File: config.mk
export PLATFORM = sky130hd
export DESIGN_NAME = serial_adder
export DESIGN_NICKNAME = d
export VERILOG_FILES = /design/src/rtl/serial_adder_pkg.sv /design/src/rtl/adder_digit.sv /design/src/rtl/serial_adder.sv
export SDC_FILE = /design/constraint.sdc
export NUM_CORES = 1
export LEC_CHECK = 0
export BUFFER_PORTS_ARGS = -buffer_cell sky130_fd_sc_hd__buf_2
export CORE_MARGIN = 3
export CORE_UTILIZATION = 50
export CTS_BUF_LIST = sky130_fd_sc_hd__clkbuf_4
export CTS_CLUSTER_DIAMETER = 120
export DETAILED_ROUTE_END_ITERATION = 6
export PLACE_DENSITY = 0.74
export SLEW_MARGIN = 20
export SYNTH_ARGS = -nofsm -noshare
export SYNTH_HDL_FRONTEND = slang
export SYNTH_SLANG_ARGS = --single-unit
File: constraint.sdc
create_clock -name clk -period 4.1 [get_ports clk]
set_input_delay 0.41 -clock clk [delete_from_list [all_inputs] [get_ports clk]]
set_output_delay 0.41 -clock clk [all_outputs]
set_load 0.05 [all_outputs]
File: src/rtl/serial_adder_pkg.sv
// Shared definitions for serial_adder: FSM state encoding and counter sizing helper.
package serial_adder_pkg;

  typedef enum logic [1:0] {
    S_IDLE = 2'd0,
    S_RUN  = 2'd1,
    S_DONE = 2'd2
  } state_e;

  // Ceiling log2, but never below 1 so a single-step adder still gets a counter bit.
  function automatic int clog2_min1(input int n);
    int r;
    r = 1;
    for (int i = 1; i < 31; i++) begin
      if ((1 << i) < n) r = i + 1;
    end
    return r;
  endfunction

endpackage

File: src/rtl/adder_digit.sv
// Combinational ripple slice of DIGIT full-adder cells; also exposes the carry into
// the top cell so the caller can form signed overflow on the final digit.
module adder_digit #(
  parameter int DIGIT = 1
) (
  input  logic [DIGIT-1:0] a_i,
  input  logic [DIGIT-1:0] b_i,
  input  logic             ci_i,
  output logic [DIGIT-1:0] s_o,
  output logic             co_o,
  output logic             c_msb_o
);

  logic [DIGIT:0] c;

  always_comb begin
    c[0] = ci_i;
    for (int i = 0; i < DIGIT; i++) begin
      s_o[i]   = a_i[i] ^ b_i[i] ^ c[i];
      c[i+1]   = (a_i[i] & b_i[i]) | (c[i] & (a_i[i] ^ b_i[i]));
    end
  end

  assign co_o    = c[DIGIT];
  assign c_msb_o = c[DIGIT-1];

endmodule

File: src/rtl/serial_adder.sv
// Multi-cycle adder/subtractor: WIDTH-bit operands are summed DIGIT bits per clock
// through one adder_digit slice, with valid/ready handshakes on input and output.
module serial_adder
  import serial_adder_pkg::*;
#(
  parameter int WIDTH = 8,
  parameter int DIGIT = 1
) (
  input  logic             clk,
  input  logic             rst_n,
  input  logic             in_valid,
  output logic             in_ready,
  input  logic [WIDTH-1:0] a,
  input  logic [WIDTH-1:0] b,
  input  logic             cin,
  input  logic             sub,
  output logic             out_valid,
  input  logic             out_ready,
  output logic [WIDTH-1:0] sum,
  output logic             cout,
  output logic             ovf
);

  localparam int               STEPS      = WIDTH / DIGIT;
  localparam int               CNT_W      = clog2_min1(STEPS);
  localparam logic [CNT_W-1:0] LAST       = CNT_W'(STEPS - 1);
  localparam logic [WIDTH-1:0] DIGIT_MASK = WIDTH'({DIGIT{1'b1}});

  state_e           state_q, state_d;
  logic [CNT_W-1:0] cnt_q, cnt_d;
  logic [WIDTH-1:0] a_q, a_d, b_q, b_d, sum_q, sum_d;
  logic             carry_q, carry_d, cout_q, cout_d, ovf_q, ovf_d;

  logic [31:0]      shift;
  logic [DIGIT-1:0] a_dig, b_dig, s_dig;
  logic             co_dig, c_msb_dig;

  assign shift = 32'(cnt_q) * 32'(DIGIT);
  assign a_dig = DIGIT'(a_q >> shift);
  assign b_dig = DIGIT'(b_q >> shift);

  adder_digit #(.DIGIT(DIGIT)) u_digit (
    .a_i     (a_dig),
    .b_i     (b_dig),
    .ci_i    (carry_q),
    .s_o     (s_dig),
    .co_o    (co_dig),
    .c_msb_o (c_msb_dig)
  );

  // NOTE: every *_d gets its hold value first, so no branch can leave one unassigned and infer a latch.
  always_comb begin
    state_d = state_q;
    cnt_d   = cnt_q;
    a_d     = a_q;
    b_d     = b_q;
    sum_d   = sum_q;
    carry_d = carry_q;
    cout_d  = cout_q;
    ovf_d   = ovf_q;
    unique case (state_q)
      S_IDLE: begin
        if (in_valid) begin
          // Subtract is A + ~B + ~cin, so B and the carry are inverted once at accept.
          a_d     = a;
          b_d     = b ^ {WIDTH{sub}};
          carry_d = cin ^ sub;
          cnt_d   = '0;
          state_d = S_RUN;
        end
      end
      S_RUN: begin
        sum_d   = (sum_q & ~(DIGIT_MASK << shift)) | (WIDTH'(s_dig) << shift);
        carry_d = co_dig;
        if (cnt_q == LAST) begin
          cout_d  = co_dig;
          ovf_d   = co_dig ^ c_msb_dig;
          state_d = S_DONE;
        end else begin
          cnt_d = cnt_q + CNT_W'(1);
        end
      end
      S_DONE: begin
        if (out_ready) state_d = S_IDLE;
      end
      default: state_d = S_IDLE;
    endcase
  end

  // NOTE: state registers use non-blocking assignment so all of them update from the same pre-edge values.
  always_ff @(posedge clk or negedge rst_n) begin
    if (!rst_n) begin
      // NOTE: operand registers are cleared as well; they are plain flops, not a memory, so reset is free.
      state_q <= S_IDLE;
      cnt_q   <= '0;
      a_q     <= '0;
      b_q     <= '0;
      sum_q   <= '0;
      carry_q <= 1'b0;
      cout_q  <= 1'b0;
      ovf_q   <= 1'b0;
    end else begin
      state_q <= state_d;
      cnt_q   <= cnt_d;
      a_q     <= a_d;
      b_q     <= b_d;
      sum_q   <= sum_d;
      carry_q <= carry_d;
      cout_q  <= cout_d;
      ovf_q   <= ovf_d;
    end
  end

  assign in_ready  = (state_q == S_IDLE);
  assign out_valid = (state_q == S_DONE);
  assign sum       = sum_q;
  assign cout      = cout_q;
  assign ovf       = ovf_q;

endmodule

==> results.txt, run 1 <==
Run status: finished clean
Final setup skew: 8.39 ps
DR DRC count: 0
DR pass1 iterations: 4
Max-slew violation count: 0
Mapped cell area: 1570 um2
Crit path from: cnt_q[1]$_DFFE_PN0P_
Synthesis-to-finish area growth: 14.6%
Minimum clock period: 2430 ps
RSZ-0062 raised after global routing: false
DR iter-0 viols: 48
Area of the die: 3840 um2
Crit path capture type: register
CORE AREA: 2880 um2
Commonest cells after routing, fill and taps aside: buf_2, dfrtp_1, nor2_1, nand2_1, xnor2_1
PortBufs: 33
NumNets Final: 192
Overall die width: 62.0 um
Num CTS Buffers: 5
Layout cells sized above 1: 30.7%
Routability cong.: 0.752
Cell Rows: 19
DR vias/cell: 5.19
Tcrit/Tclk final: 59.3%
Worst-path maximum fanout: 12
Top cell type's share of synthesized area: 51.1%
# Post-CTS Setup Buffers: 0
Placed insts: 198
Synth area leader: dfrtp_1
Setup TNS: 0 ps
CP required: 4370 ps
Max Root-Sink Buffers: 2
Hold Path Class: in2async
Per-cell routed wire length: 13.9 um
Worst Path Arrival: 2700 ps
Startpoint types: register
Power density over the cells: 875 nW/um2
Vias in the first global route: 1098
Peak supply drop: 0.335 mV
Detailed Place HPWL: 2.08 mm
Top post-synthesis cells by area: dfrtp_1, mux4_2, xnor2_1
Crit path kind: reg2reg
Clock latency on the worst-skew pair: 340 ps
Hold_buf cts: 0
Placed cell areas: 1750 um2
Tot Pwr: 1570 uW
Yosys warns: 0
First-pass GRT wire length: 4.75 mm
CTS tree: yes
Final Hold Vio Count: 0
Actual slew at the worst max-slew pin: 972 ps
Mapped Cells: 128
F_max: 0.411 GHz
Post-CTS sizing: 0
Largest net degree at the start of global routing: 33
WL final: 2.85 mm
Antenna violations before repair: 0
Via count: 1063
Slew headroom: 35.1%
Detail Route Antenna Nets: 0
Clock sink total: 32
DIE HEIGHT: 62.0 um
H-tree Lvls: 2
Max Cap Viol: 0
Leak: 0.000837 uW
Post-synth cell types: 30
Commonest non-fill, non-tap cell in the layout: buf_2
Post-synthesis sequential area ratio: 51.1%
Net Count, Synth: 157
Diodes inserted: 0
Syn avg cell area: 12.2 um2
# setup viols final: 0
I/O pin count: 34
Post-route cell area: 1800 um2
CTS root buffer: clkbuf_4
GRT Overall Usage: 17.5%
Cell Count, Final, Fillers Out: 205
Yosys reg bits: 32
R2R Path Start: cnt_q[1]$_DFFE_PN0P_
Initial Utilization: 54.5%
Clk slew on worst S/H paths: 90 ps
GRT overflow: 0
==> area by class of cell <==
class,count,area [um2]
repair buffers,33,165
fillers,239,1080
clock buffers,5,37.5
flip-flops and latches,32,801
multi-input cells,85,711
well taps,42,52.6
clock inverters,2,7.51
inverters,6,22.5
==> critical path, cell delays in order (launching register included) <==
cell     delay, ps
dfrtp_1        650
mux4_2         570
mux2i_1        200
fa_1           480
nor2_1         250
a32o_1         220
==> final timing paths <==
kind                                                to  slack [ps]  cells after the start
worst max-delay path                sum[3]$_DFFE_PN0P_        1670                      5
worst min-delay path              cnt_q[0]$_DFFE_PN0P_         100                      1
worst max register to register      sum[3]$_DFFE_PN0P_        1670                      5
worst min register to register      sum[5]$_DFFE_PN0P_         500                      1
max in group asynchronous           b_q[4]$_DFFE_PN0P_        3570                      1
min in group clk                state_q[1]$_DFFE_PN0P_         250                      2
==> cells in the mapped netlist <==
library cell / instances
mux2_1: 2
a32o_1: 6
and3b_1: 1
nor3b_4: 1
buf_6: 1
buf_4: 1
mux2_2: 6
clkbuf_2: 1
ha_1: 6
nand2b_1: 2
o22ai_1: 2
xor2_1: 1
inv_1: 6
mux2i_1: 3
or3b_1: 1
a22o_1: 2
fa_1: 1
nand2_1: 11
o311a_1: 1
buf_2: 2
dfrtp_1: 32
nor2b_1: 1
nor3_1: 1
xnor2_1: 9
nor3b_2: 1
a21oi_1: 8
nor2_1: 11
nand3b_1: 1
o21ai_0: 3
mux4_2: 4
==> stage by stage <==
step	setup slack (ps)	utilization, %	hold slack, ps
2_1_floorplan	1940	-	114
3_3_place_gp	1770	60.9	461
3_5_place_dp	1690	60.9	478
4_1_cts	1660	62.5	111
5_1_grt	1410	62.5	142
6_report	1670	62.5	97.6
==> logic make-up after synthesis <==
kind of cell	Yosys count	synth area share [%]
compound gates	22	9.90
xor+xnor	10	5.59
fa+ha+maj	7	6.07
buf+inv	11	3.59
flops	32	51.1
mux	15	13.4
simple gates	31	10.4
==> registers in the layout, summed over array words and instances, names as in the netlist <==
| signal | cells |
|---|---|
| cnt_q | 3 |
| b_q | 8 |
| cout | 1 |
| state_q | 2 |
| sum | 8 |
| carry_q | 1 |
| a_q | 8 |
| ovf | 1 |
==> layer usage <==
| layer | part of all wire, % | global-route usage, % | vias up |
|---|---|---|---|
| li1 | - | - | 515 |
| met1 | 41 | 19.4 | 509 |
| met2 | 51 | 29.1 | 31 |
| met3 | 5.8 | 7.02 | 8 |
| met4 | 2.1 | 8.18 | 0 |
| met5 | 0 | 0 | - |
==> power breakdown <==
group | total, uW | switching [uW] | internal (uW) | leakage [uW]
clock network | 161 | 101 | 59.6 | 0.0000261
logic | 817 | 482 | 335 | 0.000431
registers | 594 | 126 | 468 | 0.000380
No activity file was read; power rests on OpenSTA's default activity.
==> run 2, diff against run 1 <==
Clock period 4.1 ns to 2.29 ns, I/O delays scaled along.
==> run 2 against run 1 <==
- critical path depth stayed put
- largest cell class unchanged
- utilization is 2.2 points higher
- clock-buffer cell count is 1 higher
- final cell count is 2.0% higher
- design area is 3.6% higher
==> results.txt, run 2 (synthesis results as in run 1) <==
Post-route cell area: 1860 um2 (+3.6%)
DR DRC count: 0 (unchanged)
DR pass1 iterations: 4 (unchanged)
Clock sink total: 32 (unchanged)
Max Cap Viol: 0 (unchanged)
Setup TNS: 0 ps (unchanged)
Final Hold Vio Count: 0 (unchanged)
DR vias/cell: 5.18 (about the same)
GRT Overall Usage: 16.9% (-0.61 points)
Actual slew at the worst max-slew pin: 684 ps (-289 ps)
Max Root-Sink Buffers: 2 (unchanged)
Antenna violations before repair: 0 (unchanged)
GRT overflow: 0 (unchanged)
WL final: 2.73 mm (-4.4%)
Tcrit/Tclk final: 93.7% (+34 points)
Clk slew on worst S/H paths: 110 ps (+20 ps)
DIE HEIGHT: 62.0 um (unchanged)
First-pass GRT wire length: 4.74 mm (-0.29%)
Via count: 1083 (+1.9%)
F_max: 0.466 GHz (+13%)
CTS tree: yes
Cell Rows: 19 (unchanged)
# setup viols final: 0 (unchanged)
CP required: 2550 ps (-1820 ps)
Peak supply drop: 0.733 mV (+120%)
PortBufs: 33 (unchanged)
Hold Path Stages: 2
Initial Utilization: 54.5% (unchanged)
H-tree Lvls: 2 (unchanged)
Num CTS Buffers: 5 (unchanged)
DR iter-0 viols: 32 (-33%)
CORE AREA: 2880 um2 (unchanged)
Power density over the cells: 1600 nW/um2 (+82%)
Crit path kind: reg2reg
Commonest cells after routing, fill and taps aside: buf_2, dfrtp_1, nand2_1, nor2_1, xnor2_1
Detailed Place HPWL: 2.10 mm (+1.0%)
Slew headroom: 54.4% (+19 points)
Hold_ws: 89.0 ps (-8.67 ps)
Max-slew violation count: 0 (unchanged)
Crit path capture type: register
Commonest non-fill, non-tap cell in the layout: buf_2
Worst Path Arrival: 2400 ps (-300 ps)
Diodes inserted: 0 (unchanged)
Worst-path maximum fanout: 5 (-7)
Startpoint types: register
Run status: finished clean
Minimum clock period: 2150 ps (-284 ps)
Overall die width: 62.0 um (unchanged)
Reg2Reg Setup Slack: 140 ps (-1530 ps)
Tot Pwr: 2970 uW (+89%)
Layout cells sized above 1: 34.1% (+3.5 points)
Vias in the first global route: 1102 (+0.36%)
Area of the die: 3840 um2 (unchanged)
Hold Path Class: in2reg
NumNets Final: 195 (+1.6%)
Reg2Reg Depth: 5 (unchanged)
Max incr delay on CP: 510 ps (-140 ps)
Per-cell routed wire length: 13.0 um (-6.2%)
Clock latency on the worst-skew pair: 320 ps (-20 ps)
Placed cell areas: 1770 um2 (+0.86%)
Leak: 0.000870 uW (+3.9%)
Synthesis-to-finish area growth: 18.7%
Detail Route Antenna Nets: 0 (unchanged)
Largest net degree at the start of global routing: 33 (unchanged)
CTS root buffer: clkbuf_4
Routability cong.: 0.754 (+0.35%)
CP max-delay cell: mux4_2
Cell Chain, Critical Path: mux4_2, mux2i_1, fa_1, nor3_1, a22o_1
Final setup skew: 11.8 ps (+3.40 ps)
RSZ-0062 raised after global routing: false
I/O pin count: 34 (unchanged)
-- run 2: power breakdown --
group          total, uW  switching [uW]  internal (uW)
Combinational       1500             879            621
Sequential          1040             204            839
Clock                425             184            241
Total               2970            1270           1700
-- run 2: path summary, 6_finish.rpt --
kind                                      start                      to
max                        cnt_q[1]$_DFFE_PN0P_      sum[0]$_DFFE_PN0P_
min                                   out_ready  state_q[1]$_DFFE_PN0P_
max reg2reg                cnt_q[1]$_DFFE_PN0P_      sum[0]$_DFFE_PN0P_
min reg2reg                  a_q[6]$_DFFE_PN0P_      a_q[6]$_DFFE_PN0P_
max in group asynchronous                 rst_n    cnt_q[1]$_DFFE_PN0P_
min in group asynchronous                 rst_n  state_q[1]$_DFFE_PN0P_
-- run 2: worst max-delay path: cells and delay by family (launching register included) --
kind	cells	cell delay [ps]
AND/OR/NAND/NOR	1	230
adder cells (fa/ha/maj)	1	490
AO/OA/AOI/OAI	1	180
multiplexers	2	710
flip-flops	1	460
-- run 2: what timing repair did --
action | CTS | global route
setup buffers | 0 | 0
setup endpoints to repair | 4 | 4
hold buffers | 1 | 0
resized for setup | 1 | 1
endpoints found under the hold margin | 32 | 0
-- run 2: stage by stage --
step                      utilization (%)  instances  setup WS (ps)
after floorplan                         -        128            131
after global placement               61.4        200            147
after detailed placement             61.4        200           20.1
after CTS                            64.6        209           63.9
after global routing                 64.7        209           30.8
final                                64.7        209            144
-- run 2: layout make-up --
type | count | area [um2]
Inverter | 6 | 22.5
Tap cell | 42 | 52.6
Sequential cell | 32 | 802
Fill cell | 244 | 1020
Timing Repair Buffer | 36 | 190
Clock buffer | 6 | 45.0
Multi-Input combinational cell | 85 | 713
Clock inverter | 2 | 35.0
-- run 2: per-layer routing --
layer | share of wire (%) | GRT usage [%] | vias to the layer above
met4 | 2.0 | 6.67 | 0
met5 | 0 | 0 | -
met1 | 43 | 19.4 | 523
met3 | 5.5 | 4.75 | 7
met2 | 50 | 29.4 | 28
li1 | - | - | 525
